$ cat config.mk
export PLATFORM = sky130hd
export DESIGN_NAME = serial_paralelo_rx
export DESIGN_NICKNAME = d
export VERILOG_FILES = /design/src/rtl/phy_pkg.sv /design/src/rtl/serial_paralelo_rx.sv
export SDC_FILE = /design/constraint.sdc
export NUM_CORES = 1
export LEC_CHECK = 0
export ABC_AREA = 0
export CORE_MARGIN = 1.5
export CORE_UTILIZATION = 56
export DETAILED_ROUTE_END_ITERATION = 8
export PLACE_DENSITY = 0.81
export SYNTH_ARGS = -nofsm -noshare
export SYNTH_HDL_FRONTEND = slang
export SYNTH_SLANG_ARGS = --single-unit
$ cat constraint.sdc
create_clock -name clk_32f -period 4.5 [get_ports clk_32f]
set_input_delay 1.35 -clock clk_32f [delete_from_list [all_inputs] [get_ports clk_32f]]
set_output_delay 1.35 -clock clk_32f [all_outputs]
set_load 0.01 [all_outputs]
$ cat src/rtl/phy_pkg.sv
// Shared PHY definitions: default comma symbol, lock depth and receiver state encoding.
package phy_pkg;

   localparam logic [7:0] COMMA_DEFAULT  = 8'hBC;
   localparam int         N_LOCK_DEFAULT = 4;

   typedef enum logic [1:0] {
      UNLOCKED = 2'd0,
      ALIGNING = 2'd1,
      ACTIVE   = 2'd2
   } rx_state_t;

endpackage

$ cat src/rtl/serial_paralelo_rx.sv
// Serial-to-parallel receiver with comma-based byte alignment (MSB first).
// Optional macro RX_COMMA_PASS_EN: deliver comma bytes in ACTIVE as ordinary data.
module serial_paralelo_rx
   import phy_pkg::*;
#(
   parameter logic [7:0] COMMA  = COMMA_DEFAULT,
   parameter int         N_LOCK = N_LOCK_DEFAULT
) (
   input  logic       clk_32f,
   input  logic       reset,
   input  logic       data_in,
   output logic [7:0] data_out,
   output logic       valid_out,
   output logic       active
);

   localparam int            CW       = $clog2(N_LOCK + 1);
   localparam logic [CW-1:0] LOCK_CNT = CW'(N_LOCK);

`ifdef RX_COMMA_PASS_EN
   localparam logic PASS_COMMA = 1'b1;
`else
   localparam logic PASS_COMMA = 1'b0;
`endif

   rx_state_t     state_reg, state_next;
   logic [7:0]    shift_reg;
   logic [7:0]    nxt;
   logic [2:0]    bit_cnt_reg, bit_cnt_next;
   logic [CW-1:0] comma_cnt_reg, comma_cnt_next;
   logic [CW-1:0] comma_inc;
   logic [7:0]    data_out_reg, data_out_next;
   logic          valid_reg, valid_next;
   logic          boundary;
   logic          is_comma;

   assign nxt       = {shift_reg[6:0], data_in};
   assign boundary  = (bit_cnt_reg == 3'd7);
   assign is_comma  = (nxt == COMMA);
   assign comma_inc = comma_cnt_reg + 1'b1;

   always_ff @(posedge clk_32f or negedge reset) begin
      if (!reset) begin
         state_reg <= UNLOCKED;
      end else begin
         state_reg <= state_next;
      end
   end

   always_ff @(posedge clk_32f or negedge reset) begin
      if (!reset) begin
         shift_reg     <= 8'h00;
         bit_cnt_reg   <= 3'd0;
         comma_cnt_reg <= '0;
         data_out_reg  <= 8'h00;
         valid_reg     <= 1'b0;
      end else begin
         shift_reg     <= nxt;
         bit_cnt_reg   <= bit_cnt_next;
         comma_cnt_reg <= comma_cnt_next;
         data_out_reg  <= data_out_next;
         valid_reg     <= valid_next;
      end
   end

   // UNLOCKED hunts bit by bit; once a comma is seen the byte phase is fixed
   // and only boundary edges are evaluated from then on.
   always_comb begin
      state_next     = state_reg;
      bit_cnt_next   = bit_cnt_reg;
      comma_cnt_next = comma_cnt_reg;
      data_out_next  = data_out_reg;
      valid_next     = 1'b0;
      case (state_reg)
         UNLOCKED: begin
            bit_cnt_next = 3'd0;
            if (is_comma) begin
               state_next     = ALIGNING;
               comma_cnt_next = CW'(1);
            end
         end
         ALIGNING: begin
            bit_cnt_next = bit_cnt_reg + 3'd1;
            if (boundary) begin
               if (is_comma) begin
                  comma_cnt_next = comma_inc;
                  if (comma_inc == LOCK_CNT) begin
                     state_next = ACTIVE;
                  end
               end else begin
                  state_next     = UNLOCKED;
                  comma_cnt_next = '0;
               end
            end
         end
         ACTIVE: begin
            bit_cnt_next = bit_cnt_reg + 3'd1;
            if (boundary && (!is_comma || PASS_COMMA)) begin
               data_out_next = nxt;
               valid_next    = 1'b1;
            end
         end
         default: begin
            state_next     = UNLOCKED;
            bit_cnt_next   = 3'd0;
            comma_cnt_next = '0;
         end
      endcase
   end

   assign data_out  = data_out_reg;
   assign valid_out = valid_reg;
   assign active    = (state_reg == ACTIVE);

endmodule

After elaboration in Yosys (flattened, before gate mapping):

Cells that the tools add are included.

* register bits after elaboration: 24
* output and inout bits: 10
* word-level logic and storage cells: 36

* add/subtract/negate cells: 2
* equality and inequality tests: 8
* mux-type cells: 12
* bitwise gates (word level): 1
* reductions and logical operators: 7

Operators by type and width (count)
* 3-bit 2-to-1 mux: 4
* 3-bit case mux with 3 select lines: 1
* 8-bit == test, second input constant: 1
* 2-bit 2-to-1 mux: 4
* 3-bit by 1-bit adder with 3-bit output, second input constant: 2
* 3-bit == test, second input constant: 2
* 2-bit case mux with 3 select lines: 1
* 2-bit != test, second input constant: 2
* 4-bit AND reduction: 1
* 3-bit != test, second input constant: 1
* 3-bit AND reduction: 1
* 2-bit by 1-bit == test with 1-bit output, second input constant: 1
* 2-bit == test, second input constant: 1
* 2-bit logical NOT: 1
* 1-bit 2-to-1 mux: 2
* 2-bit AND reduction: 1
* 2-bit OR reduction: 1
* 1-bit logical AND: 1
* 1-bit logical NOT: 1
* 1-bit inverter: 1

Depth between registers and ports, before layout:

Gate-level depths: netlist (run 1).

* depth after elaboration: 6
* mapped depth: 6
* gate-level depth less buffers: 6

Least setup slack after synthesis (run 1):

OpenSTA, ideal clock, no wires.

* path type: input to register
* start point: input port data_in
* end point: register data_out_reg[0], in the netlist data_out[0]
* setup time: 125 ps
* arrival: 2121 ps
* data required time: 4375 ps
* setup slack: 2254 ps
* stages on the path: 3
* path through: nor4_4 nor2_2 mux2_2

* cells in the longest elaborated chain, start to end: 4

Ends and longest elaborated chain
* start: declaration: RTL line serial_paralelo_rx.sv:11 `input logic data_in,`
* 8-bit == test: RTL line serial_paralelo_rx.sv:39 `assign is_comma = (nxt == COMMA);`
* 1-bit logical NOT: RTL line serial_paralelo_rx.sv:98 `if (boundary && (!is_comma || PASS_COMMA)) begin`
* 1-bit logical AND: RTL line serial_paralelo_rx.sv:98
* 2-bit AND reduction (no source line)
* end signal: assignment: RTL line serial_paralelo_rx.sv:61 `data_out_reg <= data_out_next;`
* end: declaration: RTL line serial_paralelo_rx.sv:32 `logic [7:0] data_out_reg, data_out_next;`

Several ways; a longest one is shown, not always the timed one.
A chain may end at the register's enable or synchronous reset.

Final worst setup path (run 1):

* start point: register state_reg[0]
* end point: output port active

* cells in the longest elaborated chain, start to end: 1

Ends and longest elaborated chain
* start: declaration: RTL line serial_paralelo_rx.sv:26 `rx_state_t state_reg, state_next;`
* start signal: assignment: RTL line serial_paralelo_rx.sv:46 `state_reg <= state_next;`
* 2-bit == test: RTL line serial_paralelo_rx.sv:113 `assign active = (state_reg == ACTIVE);`
* end: declaration: RTL line serial_paralelo_rx.sv:14 `output logic active`

Every way passes these cells.

==> flow_metrics.env, run 1 <==
export IMPL_status="complete, no violations"
export IMPL_root_buffer="clkbuf_4"
export IMPL_syn_nets=82
export IMPL_synth_seq_cells=24
export IMPL_yosys_warnings=0
export IMPL_slew_viol_final=0
export IMPL_dpl_cell_area_um2=1130
export IMPL_design_area_um2=1190
export IMPL_die_area_um2=2040
export IMPL_die_w_um=45.1
export IMPL_synth_top_area_share_pct=60.5
export IMPL_end_kind="output port"
export IMPL_fin_skew_ps=4.97
export IMPL_critPathMaxFanout=4
export IMPL_async_flop_share_pct=100
export IMPL_worstSetupPathType="flip-flop to output port"
export IMPL_synth_area_leader_cell="dfrtp_1"
export IMPL_total_power_uw=410
export IMPL_holdBufCountCts=0
export IMPL_fin_util_pct=70.3
export IMPL_clock_sinks=24
export IMPL_netlist_top_cells_count="24 x dfrtp_1, 8 x mux2_2, 7 x ha_1, 5 x inv_1"
export IMPL_cts_clk_slew_worst_paths_ps=130
export IMPL_power_leakage_uw=0.000578
export IMPL_syn_instance_count=72
export IMPL_start_util_pct=58.8
export IMPL_wl_per_cell_um=14.0
export IMPL_nets=99
export IMPL_netlist_area_um2=993
export IMPL_grt_max_degree=25
export IMPL_fin_crit_sh_pct=66.1
export IMPL_dp_hpwl_um=1010
export IMPL_yosys_top_cells_area="dfrtp_1 60%, mux2_2 9.1%, ha_1 8.8%, nor4_4 2.1%, inv_1 1.9%"
export IMPL_required_ps=3150
export IMPL_cts_path_max_buffers=2
export IMPL_met1_length_um=717
export IMPL_crit_chain="inv_1, ha_1, clkdlybuf4s50_1"
export IMPL_cts_tree="yes"
export IMPL_layout_drive_gt1_share_pct=17.0
export IMPL_grtUsageTotal_pct=17.3
export IMPL_die_height_um=45.1
export IMPL_dr_pass1_iters=4
export IMPL_postCtsSetupRepairBufs=0
export IMPL_grt_pass1_vias=580
export IMPL_coreArea_um2=1690
export IMPL_hold_class="flip-flop to flip-flop"
export IMPL_finalSetupTns_ps=0
export IMPL_via_per_inst=5.82
export IMPL_postCtsResizedCells=0
export IMPL_top_layer="met4"
export IMPL_crit_path_start_kind="flip-flop"
export IMPL_synth_ff_type="dfrtp_1"
export IMPL_fillers=113
export IMPL_wirelength_um=1470
export IMPL_clock_latency_ps=310
export IMPL_yosysMostFrequentCell="dfrtp_1"
export IMPL_rsz0062_at_grt="no"
export IMPL_fin_cells=105
export IMPL_cp_top_family="buffers and inverters"
export IMPL_grt_pass1_wl_um=2500
export IMPL_ios=13
export IMPL_worst_slew_pin_slew_ps=1010
export IMPL_path_buf_inv=2
export IMPL_synth_seq_area_share_pct=60.5
export IMPL_dp_cells=101
export IMPL_antenna_found_initial=0
export IMPL_gp_congestion=0.748
export IMPL_port_buffers=12
export IMPL_ir_drop_mv=0.237
export IMPL_hold_viol_final=0
export IMPL_fin_crit_ps=2970
export IMPL_dr_first_iter_drc_count=11
export IMPL_synthToLayoutAreaGrowth_pct=19.5
export IMPL_crit_path_top_delay_cell="clkdlybuf4s50_1"
export IMPL_route_met3_wl_um=49
export IMPL_max_cap_viol_count=0
export IMPL_arrival_ps=1620
export IMPL_largest_register_ffs=8
export IMPL_power_density_nw_per_um2=346
export IMPL_synth_edf_count=0
export IMPL_insertedDiodeCount=0
export IMPL_cts_buffers=3
export IMPL_avgSynthCellArea_um2=13.8
export IMPL_synth_cell_types=21
export IMPL_relSlewSlack_pct=32.4
export IMPL_route_met2_wl_um=674
export IMPL_ant_nets=0
export IMPL_critPathLaunch="state_reg[0]"
export IMPL_min_from="shift_reg[1]"
export IMPL_fmax_ghz=0.336
export IMPL_htreeDepth=1
export IMPL_setup_violations_final=0
export IMPL_slowest_delay_ps=550
export IMPL_drc=0
export IMPL_reg2reg_from="state_reg[1]"
export IMPL_gr_total_overflow=0
export IMPL_rows=15
export IMPL_vias=611
-- report_power, final --
group          switching [µW]  total, µW  internal, µW
registers                6.42        229           223
logic                    16.1       25.9          9.80
clock network            65.2        155          90.0
total                    87.7        410           323
-- layout make-up --
cell class              instances  area, µm²  area share (%)
flip-flops and latches         24        601            50.6
multi-input cells              43        374            31.5
repair buffers                 12        120            10.1
clock inverters                 1       30.0            2.53
clock buffers                   3       22.5            1.90
well taps                      17       21.3            1.79
inverters                       5       18.8            1.58
-- cells in the final DEF, fill, tap and decap left out --
master           count
dfrtp_1             24
clkdlybuf4s50_1     12
mux2_2               8
ha_1                 7
inv_1                5
nand2_1              3
o21ai_0              3
nand2b_1             3
clkbuf_4             3
and2_1               2
nand4b_1             2
a21oi_1              2
a21o_1               2
a22o_1               2
nor2b_1              1
nor4_4               1
nor2_2               1
and2_2               1
a32o_1               1
a31oi_1              1
a21boi_0             1
o2111ai_1            1
nand3_1              1
bufinv_16            1
-- routing by layer --
metal	GRT usage (%)	vias to the layer above
met5	0	-
met3	3.60	7
met4	8.82	0
met1	23.9	302
met2	25.7	13
li1	-	289
-- logic make-up after synthesis --
| logic type | after synthesis | synth area share, % |
|---|---|---|
| flip-flops | 24 | 60.5 |
| AO/OA/AOI/OAI | 13 | 9.07 |
| multiplexers | 8 | 9.07 |
| adder cells (fa/ha/maj) | 7 | 8.82 |
| buffers and inverters | 5 | 1.89 |
| AND/OR/NAND/NOR | 15 | 10.7 |
-- per-stage QoR --
stage | hold slack [ps] | setup slack (ps)
finish | 416 | 1530
global route | 427 | 1460
CTS | 415 | 1530
detailed placement | 382 | 1630
global placement | 382 | 1650
floorplan | 361 | 2250
-- path summary, 6_finish.rpt --
| check | cells past startpoint | end | slack [ps] |
|---|---|---|---|
| max in group asynchronous | 1 | state_reg[0] | 2320 |
| max | 3 | active | 1530 |
| min | 0 | shift_reg[2] | 420 |
| max reg2reg | 5 | state_reg[1] | 2780 |
| min in group asynchronous | 1 | valid_out | 1570 |
| min reg2reg | 0 | shift_reg[2] | 420 |
Note: power is estimated with default switching activity, not from simulation.
==> run 2, diff against run 1 <==
Settings changed: CORE_UTILIZATION 56 to 47, PLACE_DENSITY 0.81 to 0.72.
Clock period 4.5 ns to 2.4 ns, I/O delays scaled along.
==> flow_metrics.env, run 2 (synthesis gave the netlist of run 1 again) <==
export IMPL_fmax_ghz=0.431
export IMPL_min_from="shift_reg[1]"
export IMPL_die_area_um2=2400
export IMPL_layout_drive_gt1_share_pct=18.0
export IMPL_hold_viol_final=0
export IMPL_dr_pass1_iters=5
export IMPL_vias=593
export IMPL_gp_congestion=0.715
export IMPL_fin_crit_sh_pct=96.6
export IMPL_clock_sinks=24
export IMPL_coreArea_um2=1980
export IMPL_cts_clk_slew_worst_paths_ps=130
export IMPL_wl_per_cell_um=12.8
export IMPL_hold_class="flip-flop to flip-flop"
export IMPL_die_w_um=49.0
export IMPL_synthToLayoutAreaGrowth_pct=21.5
export IMPL_power_density_nw_per_um2=637
export IMPL_cts_tree="yes"
export IMPL_holdBufCountCts=0
export IMPL_ios=13
export IMPL_grtUsageTotal_pct=14.5
export IMPL_postCtsSetupRepairBufs=0
export IMPL_dr_first_iter_drc_count=14
export IMPL_ant_nets=0
export IMPL_final_common_cell="dfrtp_1"
export IMPL_start_util_pct=50.1
export IMPL_htreeDepth=1
export IMPL_cts_path_max_buffers=2
export IMPL_fillers=161
export IMPL_root_buffer="clkbuf_4"
export IMPL_end_kind="output port"
export IMPL_antenna_found_initial=0
export IMPL_worstSetupPathType="flip-flop to output port"
export IMPL_drc=0
export IMPL_port_buffers=12
export IMPL_slew_viol_final=0
export IMPL_setup_slack_ps=82.1
export IMPL_fin_crit_ps=2320
export IMPL_grt_pass1_vias=617
export IMPL_die_height_um=49.0
export IMPL_fin_skew_ps=5.67
export IMPL_gr_total_overflow=0
export IMPL_status="complete, no violations"
export IMPL_required_ps=1680
export IMPL_grt_pass1_wl_um=2670
export IMPL_setup_violations_final=0
export IMPL_pre_cts_ws_ps=99.5
export IMPL_nets=100
export IMPL_max_cap_viol_count=0
export IMPL_rsz0062_at_grt="no"
export IMPL_grt_max_degree=25
export IMPL_wirelength_um=1480
export IMPL_critPathLaunch="state_reg[0]"
export IMPL_reg2reg_from="state_reg[1]"
export IMPL_mostFrequentLayoutCells="24 x dfrtp_1, 12 x clkdlybuf4s50_1, 8 x mux2_2, 7 x ha_1, 5 x inv_1"
export IMPL_crit_path_start_kind="flip-flop"
export IMPL_final_seq_area_um2=601
export IMPL_finalSetupTns_ps=0
export IMPL_via_per_inst=5.11
export IMPL_worst_slew_pin_slew_ps=439
export IMPL_largest_register_ffs=8
export IMPL_rows=16
export IMPL_insertedDiodeCount=0
export IMPL_arrival_ps=1600
export IMPL_ir_drop_mv=0.412
export IMPL_postCtsResizedCells=0
export IMPL_multi_input_area_um2=374
export IMPL_clock_latency_ps=320
export IMPL_dp_hpwl_um=1080
export IMPL_critPathMaxFanout=4
export IMPL_power_leakage_uw=0.000583
export IMPL_relSlewSlack_pct=70.5
export IMPL_cts_buffers=3
-- run 2: changes by cell type in the layout (fill, tap and decap cells not counted) --
cell / delta
buf_4: +1
-- run 2: worst max-delay path: stages (launching register included) --
cell	delay, ps
dfrtp_1	430
inv_1	90
ha_1	210
clkdlybuf4s50_1	550
-- run 2: per-stage QoR --
stage	hold WS [ps]	power (µW)	instances	cell area, µm²	utilization, %
6_report	411	769	116	1210	60.9
5_1_grt	430	800	116	1210	60.9
4_1_cts	412	777	116	1210	60.9
3_5_place_dp	380	487	112	1150	58.3
3_3_place_gp	382	486	112	1150	58.3
2_1_floorplan	361	463	72	993	-
-- run 2: path summary, 6_finish.rpt --
path | endpoint | slack [ps] | depth (start not counted)
min | shift_reg[2] | 410 | 0
min reg2reg | shift_reg[2] | 410 | 0
max in group asynchronous | bit_cnt_reg[2] | 1440 | 2
min in group asynchronous | shift_reg[4] | 740 | 2
max | active | 80 | 3
max reg2reg | state_reg[1] | 640 | 5
-- run 2: area by class of cell --
cell class / count / share of cell area [%]
inverters: 5 / 1.55
repair buffers: 13 / 10.6
clock buffers: 3 / 1.87
multi-input cells: 43 / 31.0
flip-flops and latches: 24 / 49.7
well taps: 27 / 2.80
clock inverters: 1 / 2.49
-- run 2: per-layer routing --
layer,part of all wire (%),track usage (%)
met1,48,19.3
met2,48,23.3
met3,3.1,3.07
met4,1.1,5.71
met5,0,0
-- run 2: power breakdown --
| group | total (µW) | switching, µW | internal (µW) |
|---|---|---|---|
| Sequential | 429 | 11.2 | 418 |
| Clock | 290 | 121 | 169 |
| Combinational | 50.2 | 30.6 | 19.6 |
==> run 3, diff against run 2 <==
Settings changed: CORE_UTILIZATION 47 to 40, PLACE_DENSITY 0.72 to unset.
==> flow_metrics.env, run 3 (synthesis gave the netlist of run 1 again) <==
export IMPL_required_ps=1680
export IMPL_cts_clk_slew_worst_paths_ps=120
export IMPL_mostFrequentLayoutCells="24 x dfrtp_1, 12 x clkdlybuf4s50_1, 8 x mux2_2, 6 x ha_1, 5 x inv_1"
export IMPL_cts_tree="yes"
export IMPL_multi_input_area_um2=377
export IMPL_root_buffer="clkbuf_4"
export IMPL_antenna_found_initial=0
export IMPL_fin_crit_sh_pct=94.7
export IMPL_worstSetupPathType="flip-flop to output port"
export IMPL_cp_top_family="buffers and inverters"
export IMPL_crit_path_start_kind="flip-flop"
export IMPL_rsz0062_at_grt="no"
export IMPL_gr_total_overflow=0
export IMPL_relSlewSlack_pct=71.4
export IMPL_power_leakage_uw=0.000568
export IMPL_holdBufCountCts=0
export IMPL_whs_endpoint="shift_reg[4]"
export IMPL_status="complete, no violations"
export IMPL_drc=0
export IMPL_via_per_inst=5.12
export IMPL_postCtsSetupRepairBufs=0
export IMPL_gp_congestion=0.738
export IMPL_postCtsResizedCells=0
export IMPL_hold_class="flip-flop to flip-flop"
export IMPL_port_buffers=12
export IMPL_start_util_pct=43.7
export IMPL_ios=13
export IMPL_largest_register_ffs=8
export IMPL_htreeDepth=1
export IMPL_die_height_um=52.8
export IMPL_crit_path_top_delay_cell="clkdlybuf4s50_1"
export IMPL_cts_path_max_buffers=2
export IMPL_crit_chain="inv_1, ha_2, clkdlybuf4s50_1"
export IMPL_insertedDiodeCount=0
export IMPL_dr_first_iter_drc_count=1
export IMPL_dp_cells=113
export IMPL_vias=594
export IMPL_max_cap_viol_count=0
export IMPL_clock_latency_ps=300
export IMPL_grt_max_degree=25
export IMPL_grt_pass1_vias=577
export IMPL_dp_hpwl_um=1120
export IMPL_fin_cells=116
export IMPL_r2r_cells=5
export IMPL_fin_skew_ps=1.38
export IMPL_min_from="shift_reg[3]"
export IMPL_whs_path_depth=0
export IMPL_ant_nets=0
export IMPL_path_buf_inv=2
export IMPL_worst_slew_pin_slew_ps=425
export IMPL_die_area_um2=2790
export IMPL_coreArea_um2=2280
export IMPL_fin_crit_ps=2270
export IMPL_hold_viol_final=0
export IMPL_critPathMaxFanout=4
export IMPL_slew_viol_final=0
export IMPL_setup_violations_final=0
export IMPL_die_w_um=52.8
export IMPL_final_common_cell="dfrtp_1"
export IMPL_arrival_ps=1550
export IMPL_layout_drive_gt1_share_pct=18.2
export IMPL_fmax_ghz=0.440
export IMPL_wirelength_um=1490
export IMPL_grt_pass1_wl_um=2670
export IMPL_clock_sinks=24
export IMPL_ir_drop_mv=0.373
export IMPL_nets=100
export IMPL_wl_per_cell_um=12.8
export IMPL_dr_pass1_iters=2
export IMPL_end_kind="output port"
export IMPL_whs_ps=413
export IMPL_reg2reg_to="comma_cnt_reg[2]"
export IMPL_rows=17
export IMPL_reg2reg_from="state_reg[1]"
export IMPL_final_seq_area_um2=601
export IMPL_fillers=205
export IMPL_power_density_nw_per_um2=546
export IMPL_cts_buffers=3
export IMPL_r2r_slack_ps=670
export IMPL_grtUsageTotal_pct=13.9
export IMPL_synthToLayoutAreaGrowth_pct=18.9
export IMPL_slowest_delay_ps=530
export IMPL_finalSetupTns_ps=0
export IMPL_design_area_um2=1180
export IMPL_dpl_cell_area_um2=1160
-- run 3: cell types whose count changed in the layout (fill, tap and decap cells not counted) --
cell	delta
bufinv_16	-1
ha_2	+1
ha_1	-1
-- run 3: routing by layer --
metal  wire length (µm)  part of all wire (%)  track usage [%]
met1                728                    49             19.4
met5                  0                     0                0
met2                704                    47             19.6
met3                 39                   2.6             3.43
met4                 14                  0.94             7.69
-- run 3: worst max-delay path by stage --
stage	slack, ps	endpoint	cells after the start	start
4_1_cts	90	active	3	state_reg[0]
3_5_place_dp	120	data_out[5]	4	data_in
5_1_grt	20	active	3	state_reg[0]
6_report	130	active	3	state_reg[0]
2_1_floorplan	780	data_out[0]	3	data_in
3_3_place_gp	150	data_out[2]	4	data_in
-- run 3: cell type report --
class	instances	area share, %
timing repair buffer	13	10.8
inverter	5	1.59
multi-input combinational	43	31.9
sequential	24	50.8
clock buffer	3	1.91
tap	28	2.97
-- run 3: where the power goes --
part / leakage [µW] / switching (µW) / internal (µW) / total, µW
Clock: 0.0000138 / 107 / 58.6 / 166
Sequential: 0.000317 / 11.4 / 418 / 429
Combinational: 0.000237 / 30.1 / 19.6 / 49.6
Total: 0.000568 / 149 / 496 / 644
-- run 3: stage by stage --
stage	setup slack, ps	power (µW)	util, %
3_3_place_gp	146	486	50.8
3_5_place_dp	115	488	50.8
4_1_cts	88.2	659	51.8
5_1_grt	16.9	682	51.9
6_report	128	644	51.9
2_1_floorplan	784	463	-
-- run 3: worst reg2reg max path, stage by stage (launching register included) --
cell and delay (ps):
dfrtp_1 420, inv_1 80, ha_1 240, a21oi_1 330
o21ai_0 270, a22o_1 290
